**src/rtl/ser_pkg.sv**
```systemverilog
// Shared types and constants for the bit serializer.
package ser_pkg;

    typedef enum logic {
        ST_IDLE  = 1'b0,
        ST_SHIFT = 1'b1
    } ser_state_e;

    localparam logic IDLE_BIT_DEFAULT = 1'b1;

    // Serial frame length in bits: data bits plus the optional parity bit.
    function automatic int unsigned frame_len(input int unsigned data_w, input bit parity_en);
        return parity_en ? data_w + 1 : data_w;
    endfunction

endpackage

```
**src/rtl/bit_serializer.sv**
```systemverilog
// Parallel-in, serial-out stage: DATA_W-bit words leave on x MSB first over valid/ready.
// Define SER_PARITY_EN to append an even-parity bit after the LSB of each frame.
module bit_serializer
    import ser_pkg::*;
#(
    parameter int unsigned DATA_W   = 8,
    parameter logic        IDLE_BIT = IDLE_BIT_DEFAULT
) (
    input  logic              clk,
    input  logic              reset,
    input  logic [DATA_W-1:0] din,
    input  logic              din_valid,
    output logic              din_ready,
    output logic              x,
    output logic              busy,
    output logic              frame_done
);

`ifdef SER_PARITY_EN
    localparam bit ParityEn = 1'b1;
`else
    localparam bit ParityEn = 1'b0;
`endif
    localparam int unsigned     FrameLen = frame_len(DATA_W, ParityEn);
    localparam int unsigned     CntW     = $clog2(DATA_W + 1);
    localparam logic [CntW-1:0] LastCnt  = CntW'(FrameLen - 1);
`ifdef SER_PARITY_EN
    localparam logic [CntW-1:0] LsbCnt   = CntW'(DATA_W - 1);
`endif

    ser_state_e        state_q, state_d;
    logic [DATA_W-1:0] shift_q, shift_d;
    logic [CntW-1:0]   cnt_q, cnt_d;
    logic              x_q, x_d;
    logic              busy_q, busy_d;
    logic              done_q, done_d;
`ifdef SER_PARITY_EN
    logic              parity_q, parity_d;
`endif
    logic              last_bit;
    logic              accept;

    always_comb begin
        last_bit  = (state_q == ST_SHIFT) && (cnt_q == LastCnt);
        din_ready = !reset && ((state_q == ST_IDLE) || last_bit);
        accept    = din_valid && din_ready;

        state_d  = state_q;
        shift_d  = shift_q;
        cnt_d    = cnt_q;
        x_d      = x_q;
        busy_d   = busy_q;
`ifdef SER_PARITY_EN
        parity_d = parity_q;
`endif
        if (accept) begin
            // MSB goes straight to x; shift_q keeps the word so x_d can track shift_q[DATA_W-2].
            state_d  = ST_SHIFT;
            shift_d  = din;
            cnt_d    = '0;
            x_d      = din[DATA_W-1];
            busy_d   = 1'b1;
`ifdef SER_PARITY_EN
            parity_d = ^din;
`endif
        end else if (last_bit) begin
            state_d = ST_IDLE;
            cnt_d   = '0;
            x_d     = IDLE_BIT;
            busy_d  = 1'b0;
        end else if (state_q == ST_SHIFT) begin
            cnt_d   = cnt_q + CntW'(1);
            shift_d = shift_q << 1;
            x_d     = shift_q[DATA_W-2];
`ifdef SER_PARITY_EN
            if (cnt_q == LsbCnt) begin
                x_d = parity_q;
            end
`endif
        end

        done_d = (state_d == ST_SHIFT) && (cnt_d == LastCnt);
    end

    always_ff @(posedge clk or posedge reset) begin
        if (reset) begin
            state_q  <= ST_IDLE;
            shift_q  <= '0;
            cnt_q    <= '0;
            x_q      <= IDLE_BIT;
            busy_q   <= 1'b0;
            done_q   <= 1'b0;
`ifdef SER_PARITY_EN
            parity_q <= 1'b0;
`endif
        end else begin
            state_q  <= state_d;
            shift_q  <= shift_d;
            cnt_q    <= cnt_d;
            x_q      <= x_d;
            busy_q   <= busy_d;
            done_q   <= done_d;
`ifdef SER_PARITY_EN
            parity_q <= parity_d;
`endif
        end
    end

    assign x          = x_q;
    assign busy       = busy_q;
    assign frame_done = done_q;

endmodule

```
**config.mk**
```make
export PLATFORM = sky130hd
export DESIGN_NAME = bit_serializer
export DESIGN_NICKNAME = d
export VERILOG_FILES = /design/src/rtl/ser_pkg.sv /design/src/rtl/bit_serializer.sv
export SDC_FILE = /design/constraint.sdc
export NUM_CORES = 1
export LEC_CHECK = 0
export ABC_AREA = 1
export BUFFER_PORTS_ARGS = -buffer_cell sky130_fd_sc_hd__buf_2
export CAP_MARGIN = 25
export CORE_UTILIZATION = 40
export DETAILED_ROUTE_END_ITERATION = 6
export PLACE_DENSITY = 0.7
export SYNTH_ARGS = -nofsm -noshare
export SYNTH_HDL_FRONTEND = slang
export SYNTH_SLANG_ARGS = --single-unit
```
**constraint.sdc**
```tcl
create_clock -name clk -period 1.8 [get_ports clk]
set_input_delay 0.09 -clock clk [delete_from_list [all_inputs] [get_ports clk]]
set_output_delay 0.09 -clock clk [all_outputs]
set_load 0.1 [all_outputs]
```
==> impl_metrics.env <==
export IMPL_worst_path_largest_cell_delay_ns=0.40
export IMPL_period_share_pct=90.7
export IMPL_finalSetupTns_ns=0
export IMPL_cts_sinks=15
export IMPL_vias=630
export IMPL_dp_hpwl_mm=1.07
export IMPL_fin_skew_ns=0.00373
export IMPL_netlist_instances=94
export IMPL_synth_xor_area_share_pct=3.27
export IMPL_status="complete, no violations"
export IMPL_path_clk_slew_ns=0.09
export IMPL_cp_start_kind="flip-flop"
export IMPL_cts_buffers=3
export IMPL_place_area_sq_um=895
export IMPL_synth_compound_area_share_pct=0.933
export IMPL_clock_latency_ns=0.27
export IMPL_p_per_area_nw_per_um2=1710
export IMPL_finalWirelength_mm=1.41
export IMPL_ys_seq_elements=15
export IMPL_io_pins=15
export IMPL_crit_type="reg -> out"
export IMPL_ys_warnings_count=0
export IMPL_drc_errors=0
export IMPL_placed_cells=131
export IMPL_fmax_mhz=613
export IMPL_die_height_um=46.8
export IMPL_post_cts_setup_buffers=0
export IMPL_synth_top_family_by_area="simple AND/OR/NAND/NOR gates"
export IMPL_final_antenna_net_count=0
export IMPL_setup_viol=0
export IMPL_path_max_fanout=12
export IMPL_finalPower_mw=1.59
export IMPL_required_ns=1.71
export IMPL_first_pass_iters=4
export IMPL_path_cells="ha_1, nand3_2, nand2_4, nand2_1, inv_1, buf_12"
export IMPL_drive_gt1_share_pct=27.0
export IMPL_clockRootBuffer="clkbuf_4"
export IMPL_grtUsageTotal_pct=15.6
export IMPL_core_sq_um=1800
export IMPL_synth_fp_nets=106
export IMPL_tritoncts="yes"
export IMPL_cap_violations=0
export IMPL_synth_mux_area_fraction_pct=0
export IMPL_final_area_sq_um=931
export IMPL_grt_pass1_vias=601
export IMPL_fin_crit_ns=1.63
export IMPL_portBuffers=14
export IMPL_nets=124
export IMPL_synth_area_per_cell_sq_um=8.56
export IMPL_p_leak_nw=0.505
export IMPL_fp_row_count=15
export IMPL_grt_overflow=0
export IMPL_seq_area_frac_synth_pct=46.8
export IMPL_slew_violations=0
export IMPL_worst_ep_arrival_time_ns=1.54
export IMPL_grt_antenna_before_repair=0
export IMPL_gp_congestion=0.742
export IMPL_end_kind="primary output"
export IMPL_hold_violations=0
export IMPL_area_growth_pct=15.7
export IMPL_start_util_pct=44.7
export IMPL_first_iter_violations=10
export IMPL_ir_drop_uv=859
export IMPL_htree_levels=1
export IMPL_grt_max_degree=17
export IMPL_die_w_um=46.8
export IMPL_tightest_slew_ns=0.486
export IMPL_grt_pass1_wl_mm=2.41
export IMPL_cp_slowest_cell="dfrtp_1"
export IMPL_fin_cells=136
export IMPL_slew_headroom_pct=67.8
export IMPL_ys_types=16
export IMPL_synth_area_sq_um=805
export IMPL_vias_per_cell=4.63
export IMPL_wire_per_inst_um=10.3
export IMPL_rsz0062_at_grt="false"
export IMPL_fp_dieArea_sq_um=2190
export IMPL_cts_buffer_depth=2
export IMPL_diodes=0
export IMPL_synth_simple_area_share_pct=38.6
export IMPL_yosys_area_share_adder_pct=1.56
export IMPL_min_path_type="in -> reg"
-- worst max-delay path, delay by kind of cell (launching register included) --
family                     cells  cell delay [ns]
DFF                            1             0.40
and+or+nand+nor                3             0.37
buffers and inverters          2             0.27
adders and majority gates      1             0.23
-- path summary, 6_finish.rpt --
path | from | to | slack [ns] | cells past startpoint
min in group asynchronous | reset | shift_q[6]$_DFFE_PP0P_ | 0.27 | 3
hold reg to reg | x$_DFFE_PP1P_ | x$_DFFE_PP1P_ | 0.48 | 2
setup / recovery | cnt_q[0]$_DFF_PP0_ | din_ready | 0.17 | 6
setup reg to reg | cnt_q[0]$_DFF_PP0_ | cnt_q[2]$_DFF_PP0_ | 0.21 | 7
hold / removal | din[0] | shift_q[0]$_DFFE_PP0P_ | 0.02 | 3
max in group asynchronous | reset | x$_DFFE_PP1P_ | 1.02 | 4
-- flip-flops by register name, indices dropped and copies added (netlist names) --
signal      count
busy            1
cnt_q           4
frame_done      1
shift_q         7
state_q         1
x               1
-- placed cells by master, fill, tap and decap left out, drive strengths merged --
cell / instances
a21o: 1
dlygate4sd3: 1
inv: 10
dfrtp: 14
clkbuf: 4
xor2: 2
nand2: 36
buf: 15
ha: 1
dfstp: 1
nor2: 6
xnor2: 1
nand4: 2
nand3: 17
-- synthesized netlist by cell type, drive strengths merged --
| library cell | instances | share of area (%) |
|---|---|---|
| a21o | 1 | 0.93 |
| dfstp | 1 | 3.3 |
| xnor2 | 1 | 1.1 |
| nor2 | 6 | 2.8 |
| dfrtp | 14 | 44 |
| xor2 | 2 | 2.2 |
| nand4 | 2 | 1.6 |
| nand3 | 17 | 16 |
| inv | 10 | 4.7 |
| nand2 | 36 | 18 |
| ha | 1 | 1.6 |
| buf | 3 | 4.2 |
-- report_power, final --
group	total (mW)	switching (mW)	leakage (nW)	internal, mW
clock	0.187	0.102	0.0150	0.0857
sequential	0.578	0.106	0.188	0.472
combinational	0.827	0.572	0.302	0.255
total	1.59	0.780	0.505	0.813
-- cell type report --
| type | instances | area [sq um] |
|---|---|---|
| Clock buffer | 4 | 26.3 |
| Fill cell | 182 | 871 |
| Inverter | 10 | 37.5 |
| Timing Repair Buffer | 16 | 103 |
| Tap cell | 25 | 31.3 |
| Multi-Input combinational cell | 66 | 357 |
| Sequential cell | 15 | 377 |
-- repair_timing --
item                                   4_1_cts  5_1_grt
gates resized for setup                      0        0
hold buffers                                 1        0
endpoints found under the hold margin       14        0
setup endpoints to repair                    0        0
-- layer usage --
metal	global-route usage [%]	wire, um	up-vias
met2	26.1	680	15
li1	-	-	331
met4	6.29	18	0
met3	3.85	59	2
met5	0	0	-
met1	19.4	648	282
-- logic make-up after synthesis --
| family | Yosys count |
|---|---|
| simple gates | 61 |
| buf+inv | 13 |
| compound gates | 1 |
| xor+xnor | 3 |
| fa+ha+maj | 1 |
| flops | 15 |
-- stage by stage --
step	setup WS [ns]	hold WS (ns)	utilization (%)
after floorplan	0.141	0.0378	-
after global placement	0.303	0.00183	49.7
after detailed placement	0.221	0.00287	49.7
after CTS	0.155	0.0152	51.7
after global routing	0.0802	0.0217	51.7
final	0.168	0.0177	51.7
Power figures use the tool's default switching activity.
